$ cat src/rtl/inst_rom_arbiter.sv
// rtl/inst_rom_arbiter.sv - two-master arbiter for the single instruction ROM read port
module inst_rom_arbiter #(
  parameter int ADDR_W    = 32,
  parameter int DATA_W    = 32,
  parameter int MAX_BURST = 4,
  parameter int CNT_W     = 3
) (
  input  logic              clk,
  input  logic              rst,
  input  logic              m0_req_i,
  input  logic [ADDR_W-1:0] m0_addr_i,
  output logic              m0_gnt_o,
  output logic              m0_rvalid_o,
  output logic [DATA_W-1:0] m0_rdata_o,
  input  logic              m1_req_i,
  input  logic [ADDR_W-1:0] m1_addr_i,
  output logic              m1_gnt_o,
  output logic              m1_rvalid_o,
  output logic [DATA_W-1:0] m1_rdata_o,
  output logic              rom_ce_o,
  output logic [ADDR_W-1:0] rom_addr_o,
  input  logic [DATA_W-1:0] rom_data_i
);

  localparam logic [CNT_W-1:0] CntMax = CNT_W'(MAX_BURST);

  logic [CNT_W-1:0]  cnt_q, cnt_d;
  logic [1:0]        own_q, own_d;
  logic [DATA_W-1:0] m0_rdata_q, m0_rdata_d;
  logic [DATA_W-1:0] m1_rdata_q, m1_rdata_d;
  logic              m0_sel, m1_sel;

  // Grants are gated by reset so nothing reaches the ROM while rst is low.
  always_comb begin
    m0_sel = 1'b0;
    m1_sel = 1'b0;
    if (rst) begin
      if (m0_req_i && m1_req_i) begin
        if (cnt_q == CntMax) m1_sel = 1'b1;
        else                 m0_sel = 1'b1;
      end else if (m0_req_i) begin
        m0_sel = 1'b1;
      end else if (m1_req_i) begin
        m1_sel = 1'b1;
      end
    end
  end

  always_comb begin
    cnt_d      = cnt_q;
    own_d      = {m1_sel, m0_sel};
    m0_rdata_d = m0_rdata_q;
    m1_rdata_d = m1_rdata_q;
    if (m0_sel && m1_req_i) begin
      if (cnt_q != CntMax) cnt_d = cnt_q + CNT_W'(1);
    end else if (m1_sel || !m1_req_i) begin
      cnt_d = '0;
    end
    if (m0_sel) m0_rdata_d = rom_data_i;
    if (m1_sel) m1_rdata_d = rom_data_i;
  end

  always_ff @(posedge clk or negedge rst) begin
    if (!rst) begin
      cnt_q      <= '0;
      own_q      <= 2'b00;
      m0_rdata_q <= '0;
      m1_rdata_q <= '0;
    end else begin
      cnt_q      <= cnt_d;
      own_q      <= own_d;
      m0_rdata_q <= m0_rdata_d;
      m1_rdata_q <= m1_rdata_d;
    end
  end

  assign m0_gnt_o    = m0_sel;
  assign m1_gnt_o    = m1_sel;
  assign rom_ce_o    = m0_sel | m1_sel;
  assign rom_addr_o  = m1_sel ? m1_addr_i : (m0_sel ? m0_addr_i : '0);
  assign m0_rvalid_o = own_q[0];
  assign m1_rvalid_o = own_q[1];
  assign m0_rdata_o  = m0_rdata_q;
  assign m1_rdata_o  = m1_rdata_q;

endmodule

$ cat config.mk
export PLATFORM = sky130hd
export DESIGN_NAME = inst_rom_arbiter
export DESIGN_NICKNAME = d
export VERILOG_FILES = /design/src/rtl/inst_rom_arbiter.sv
export SDC_FILE = /design/constraint.sdc
export NUM_CORES = 1
export LEC_CHECK = 0
export BUFFER_PORTS_ARGS = -buffer_cell sky130_fd_sc_hd__buf_2
export CAP_MARGIN = 20
export CORE_ASPECT_RATIO = 1.2
export CORE_UTILIZATION = 26
export DETAILED_ROUTE_END_ITERATION = 7
export PLACE_DENSITY_LB_ADDON = 0.3
export SYNTH_ARGS = -nofsm -noshare
export SYNTH_HDL_FRONTEND = slang
export SYNTH_SLANG_ARGS = --single-unit
export TNS_END_PERCENT = 100
$ cat constraint.sdc
create_clock -name clk -period 1.9 [get_ports clk]
set_input_delay 0.095 -clock clk [delete_from_list [all_inputs] [get_ports clk]]
set_output_delay 0.095 -clock clk [all_outputs]
set_load 0.005 [all_outputs]
* Word level (Yosys, flattened, before mapping)
Index checks and enable logic that the tools add are counted.
** Storage, ports and cells
- Flip-flop bits (word level) :: 69
- Input bits :: 100
- Output and inout port bits :: 101
- Word-level logic and storage cells :: 29
** Cells by class
- Add/subtract/negate cells :: 1
- Equality and inequality tests :: 3
- Mux-type cells :: 14
- Bitwise logic cells :: 1
- Reduce and logical (&&, ||, !) cells :: 6
** Operator list (count)
- two-way mux 32 bit :: 2
- two-way mux 1 bit :: 9
- two-way mux 3 bit :: 3
- adder 3 x 1 -> 3 bit (second input constant) :: 1
- == test 3 bit (second input constant) :: 1
- inequality test 3 bit (second input constant) :: 1
- logical AND 1 bit :: 2
- inequality test 2 x 1 -> 1 bit (second input constant) :: 1
- AND reduction 2 bit :: 1
- nonzero test 2 bit :: 1
- zero test 1 bit :: 1
- logical OR 1 bit :: 1
- bitwise OR 1 bit :: 1

* Longest topological paths before layout
- Word-level depth :: 7
- Gate-level depth with buffers :: 7
- Depth with buffers taken out :: 5

* Worst setup path after synthesis
No wires, ideal clock.
- Kind :: register to register
- Start point :: register cnt_q[0]
- End point :: register m1_rdata_q[14] (netlist: m1_rdata_o[14])
- Setup time :: 0.125 ns
- Arrival :: 1.458 ns
- Data required time :: 1.775 ns
- Setup slack :: 0.317 ns
- Stages on the path, launching flop included :: 8
- Buffers on the path :: 2
- Clock period less this slack :: 1.583 ns
- Path through :: dfrtp_1 > inv_1 > ha_1 > a21boi_2 > nor2_1 > buf_6 > buf_6 > mux2_4
** Between the ends
- Longest elaborated chain between the ends :: 4
** Ends and longest elaborated chain
- start, declared :: RTL line 27 : logic [CNT_W-1:0] cnt_q, cnt_d;
- start signal, assigned :: RTL line 70 : cnt_q <= cnt_d;
- == test 3 bit :: RTL line 39 : if (cnt_q == CntMax) m1_sel = 1'b1;
- two-way mux 1 bit :: RTL line 39
- two-way mux 1 bit :: RTL line 38 : if (m0_req_i && m1_req_i) begin
- two-way mux 1 bit :: RTL line 37 : if (rst) begin
- end signal, assigned :: RTL line 73 : m1_rdata_q <= m1_rdata_d;
- end, declared :: RTL line 30 : logic [DATA_W-1:0] m1_rdata_q, m1_rdata_d;
Every way passes these cells.
A chain may end at the register's enable or synchronous reset.

* Worst setup path in the final report
- Start point :: register cnt_q[1]
- End point :: output rom_addr_o[8]
** Between the ends
- Longest elaborated chain between the ends :: 6
- Elaborated cells between the ends (all ways) :: 9
- Classes of those cells :: 1 x eq/ne; 8 x mux
** Ends and longest elaborated chain
- == test 3 bit (*) :: RTL line 39
- two-way mux 1 bit :: RTL line 39
- two-way mux 1 bit :: RTL line 38
- two-way mux 1 bit :: RTL line 37
- two-way mux 32 bit :: RTL line 80 : assign rom_addr_o = m1_sel ? m1_addr_i : (m0_sel ? m0_addr_i : '0);
- two-way mux 32 bit (*) :: RTL line 80
- end, declared :: RTL line 21 : output logic [ADDR_W-1:0] rom_addr_o,
Mark *: on every way between the ends. The rest lies on a longest branch, timed or not.

==> flow_metrics.py <==
metrics = {
    "logic_synthesis": {
        "yosysTopAreaCell": "dfrtp_1",
        "synth_xor_area_share_pct": 0,
        "synthCells": 201,
        "ys_ff_latch": 69,
        "syn_area_mm2": 0.00304,
        "synth_top_area_share_pct": 56.8,
        "synth_edf_count": 0,
        "synth_compound_area_share_pct": 10.8,
        "synth.most_common_cell": "dfrtp_1",
        "async_reset_ff_share_pct": 100,
        "yosys.area_share.simple_pct": 1.93,
        "synth_area_per_cell_um2": 15.1,
        "yosysSeqAreaShare_pct": 56.8,
        "synth_ff_type": "dfrtp_1",
        "syn-num-nets": 303,
        "synth_cell_type_count": 21,
        "synth_mux_area_share_pct": 25.8,
        "synth_area_leaders": "dfrtp_1 (57%), mux2_2 (15%), a22o_1 (9.2%), mux2_4 (8.4%), mux2_1 (2.2%)",
        "yosys_warnings": 0,
        "synth_top_family_by_area": "multiplexers",
        "synth_common_cells": "dfrtp_1 (69), mux2_2 (41), a22o_1 (32), mux2_4 (17), buf_2 (9)",
        "synthAdderAreaFrac_pct": 0.823,
    },
    "timing": {
        "fin_crit_sh_pct": 100,
        "final_hold_viol_count": 0,
        "timing.fmax_ghz": 0.526,
        "finalSetupViolations": 1,
        "tightest_slew_ns": 0.482,
        "slew_viol_final": 0,
        "fin_skew_ns": 0.00598,
        "rsz0062_at_grt": "true",
        "fin_ws_ns": -0.00237,
        "holdWs_ns": 0.0143,
        "slew_headroom_pct": 67.8,
        "layout_min_cycle_time_ns": 1.90,
        "tns_ns": -0.00237,
    },
    "cts": {
        "clk_latency_ns": 0.33,
        "clkSlewWorstSetupHoldPaths_ns": 0.06,
        "numCtsBuffers": 9,
        "cts_root_buf": "clkbuf_16",
        "cts_max_path_buffers": 2,
        "cts.sinks": 69,
        "cts_tree": "built",
        "h-tree-depth": 3,
    },
    "layout": {
        "multi_input_area_mm2": 0.00124,
        "area_growth_syn_to_layout_pct": 64.2,
        "antenna_cells": 0,
        "drive_gt1_share_pct": 69.1,
        "seqCellArea_mm2": 0.00173,
        "fillers": 1055,
        "final_cells": 597,
        "final_nets": 540,
    },
    "drt": {
        "drc_errors": 0,
        "ant_nets": 0,
        "drt_wl_total_um": 8530,
        "post_drt_wl_per_cell_um": 14.3,
        "drtPass1Iterations": 4,
        "drt-initial-drc-count": 68,
        "vias": 2618,
        "viasPerCell": 4.39,
    },
    "grt": {
        "antenna_found_initial": 0,
        "grt_pass1_vias": 2482,
        "grt-ovfl-total": 0,
        "grt_usage_pct": 13.1,
        "grt_pass1_wl_um": 12100,
        "grt_max_degree": 41,
    },
    "status": {
        "violations": "setup timing",
        "outcome": "finished with violations",
    },
    "place": {
        "routabilityCongestion": 0.720,
        "dpl.hpwl_um": 5600,
        "post-place-cells": 546,
        "port_buffers": 200,
    },
    "floorplanning": {
        "core_area_mm2": 0.0112,
        "rows": 42,
        "pin_count": 201,
        "die_width_um": 101,
        "initial_utilization_pct": 27.2,
        "dieArea_mm2": 0.0121,
        "die_h_um": 120,
    },
    "setup_path": {
        "endpoint_kind": "output port",
        "path_class": "reg -> out",
        "cp_max_fo": 7,
        "required_ns": 1.80,
        "start_kind": "flop",
        "arrival_ns": 1.81,
    },
    "hold_path": {
        "min_path_type": "in -> reg",
    },
    "power": {
        "p_per_area_mw_per_mm2": 890,
        "vdd_drop_max_mv": 0.468,
        "p_leak_uw": 0.00253,
    },
    "run": {
        "drv_cap": 0,
    },
}
area by class of cell:
type,instances,share of cell area [%]
flip-flops and latches,69,34.6
multi-input cells,115,24.8
well taps,154,3.86
clock inverters,5,1.18
inverters,2,0.150
clock buffers,11,5.06
repair buffers,241,30.3
layout by cell type, fill, tap and decap left out, types with 2 or more instances in the layout:
| cell type | Yosys | final |
|---|---|---|
| a21boi_0 | 2 | 2 |
| a22o_1 | 32 | 32 |
| buf_12 | 0 | 5 |
| buf_2 | 9 | 199 |
| buf_4 | 1 | 14 |
| buf_6 | 5 | 3 |
| clkbuf_16 | 0 | 13 |
| clkbuf_8 | 0 | 2 |
| clkinvlp_4 | 0 | 2 |
| dfrtp_1 | 69 | 69 |
| dlygate4sd3_1 | 0 | 15 |
| inv_2 | 0 | 2 |
| mux2_1 | 6 | 6 |
| mux2_2 | 41 | 41 |
| mux2_4 | 17 | 17 |
| nand2_1 | 3 | 3 |
| nand2b_1 | 3 | 3 |
| nand3_1 | 2 | 2 |
flip-flops by register name, indices dropped and copies added (netlist names):
| signal | cells |
|---|---|
| m0_rdata_o | 32 |
| cnt_q | 3 |
| m1_rdata_o | 32 |
| own_q | 2 |
kinds of logic after synthesis:
kind of cell               count (synthesis)
muxes                                     64
DFF                                       69
AOI/OAI and AO/OA                         38
and+or+nand+nor                           11
buffers and inverters                     17
adders and majority gates                  2
path summary, 6_finish.rpt:
| kind | from | endpoint | slack [ns] | cells after the start |
|---|---|---|---|---|
| setup reg to reg | cnt_q[0] | m1_rdata_o[1] | 0.09 | 8 |
| hold / removal | rom_data_i[29] | m1_rdata_o[29] | 0.01 | 2 |
| hold reg to reg | m0_rdata_o[27] | m0_rdata_o[27] | 0.48 | 1 |
| min in group asynchronous | rst | m0_rdata_o[14] | 0.43 | 3 |
| max in group asynchronous | rst | m0_rdata_o[3] | 1.12 | 3 |
| setup / recovery | cnt_q[1] | rom_addr_o[8] | -0.002 | 8 |
timing repair:
| item | in CTS | in global routing |
|---|---|---|
| pin swaps | 3 | 21 |
| hold buffers | 15 | 0 |
| endpoints found under the setup margin | 32 | 32 |
| resized for setup | 2 | 5 |
| setup buffers | 2 | 11 |
| cloned | 1 | 6 |
| hold endpoints to repair | 86 | 0 |
power breakdown:
| part | total (µW) | internal [µW] | switching, µW |
|---|---|---|---|
| Sequential | 1820 | 1700 | 112 |
| Clock | 1700 | 1090 | 610 |
| Combinational | 931 | 581 | 350 |
critical path, stage by stage, from the launching register on:
cell	delay, ns
dfrtp_1	0.38
inv_2	0.06
ha_4	0.17
a21boi_4	0.18
nor2_4	0.07
buf_12	0.15
clkbuf_16	0.15
a22o_1	0.19
buf_2	0.13
stage by stage:
step	power (µW)	setup WS [ns]	util (%)	cell area (µm²)
floorplan	2220	0.317	-	3040
global placement	2690	0.181	37.9	4250
detailed placement	2700	0.147	37.9	4250
CTS	4490	0.00409	42.5	4750
global route	4700	-0.0883	44.6	4990
finish	4440	-0.00237	44.6	4990
layer usage:
metal	global-route usage (%)	up-vias	share of wire, %
li1	-	1223	-
met1	15.8	1268	42
met2	21.1	113	50
met3	3.76	14	6.3
met4	6.79	0	1.9
met5	0	-	0
No activity file was read; power rests on OpenSTA's default activity.
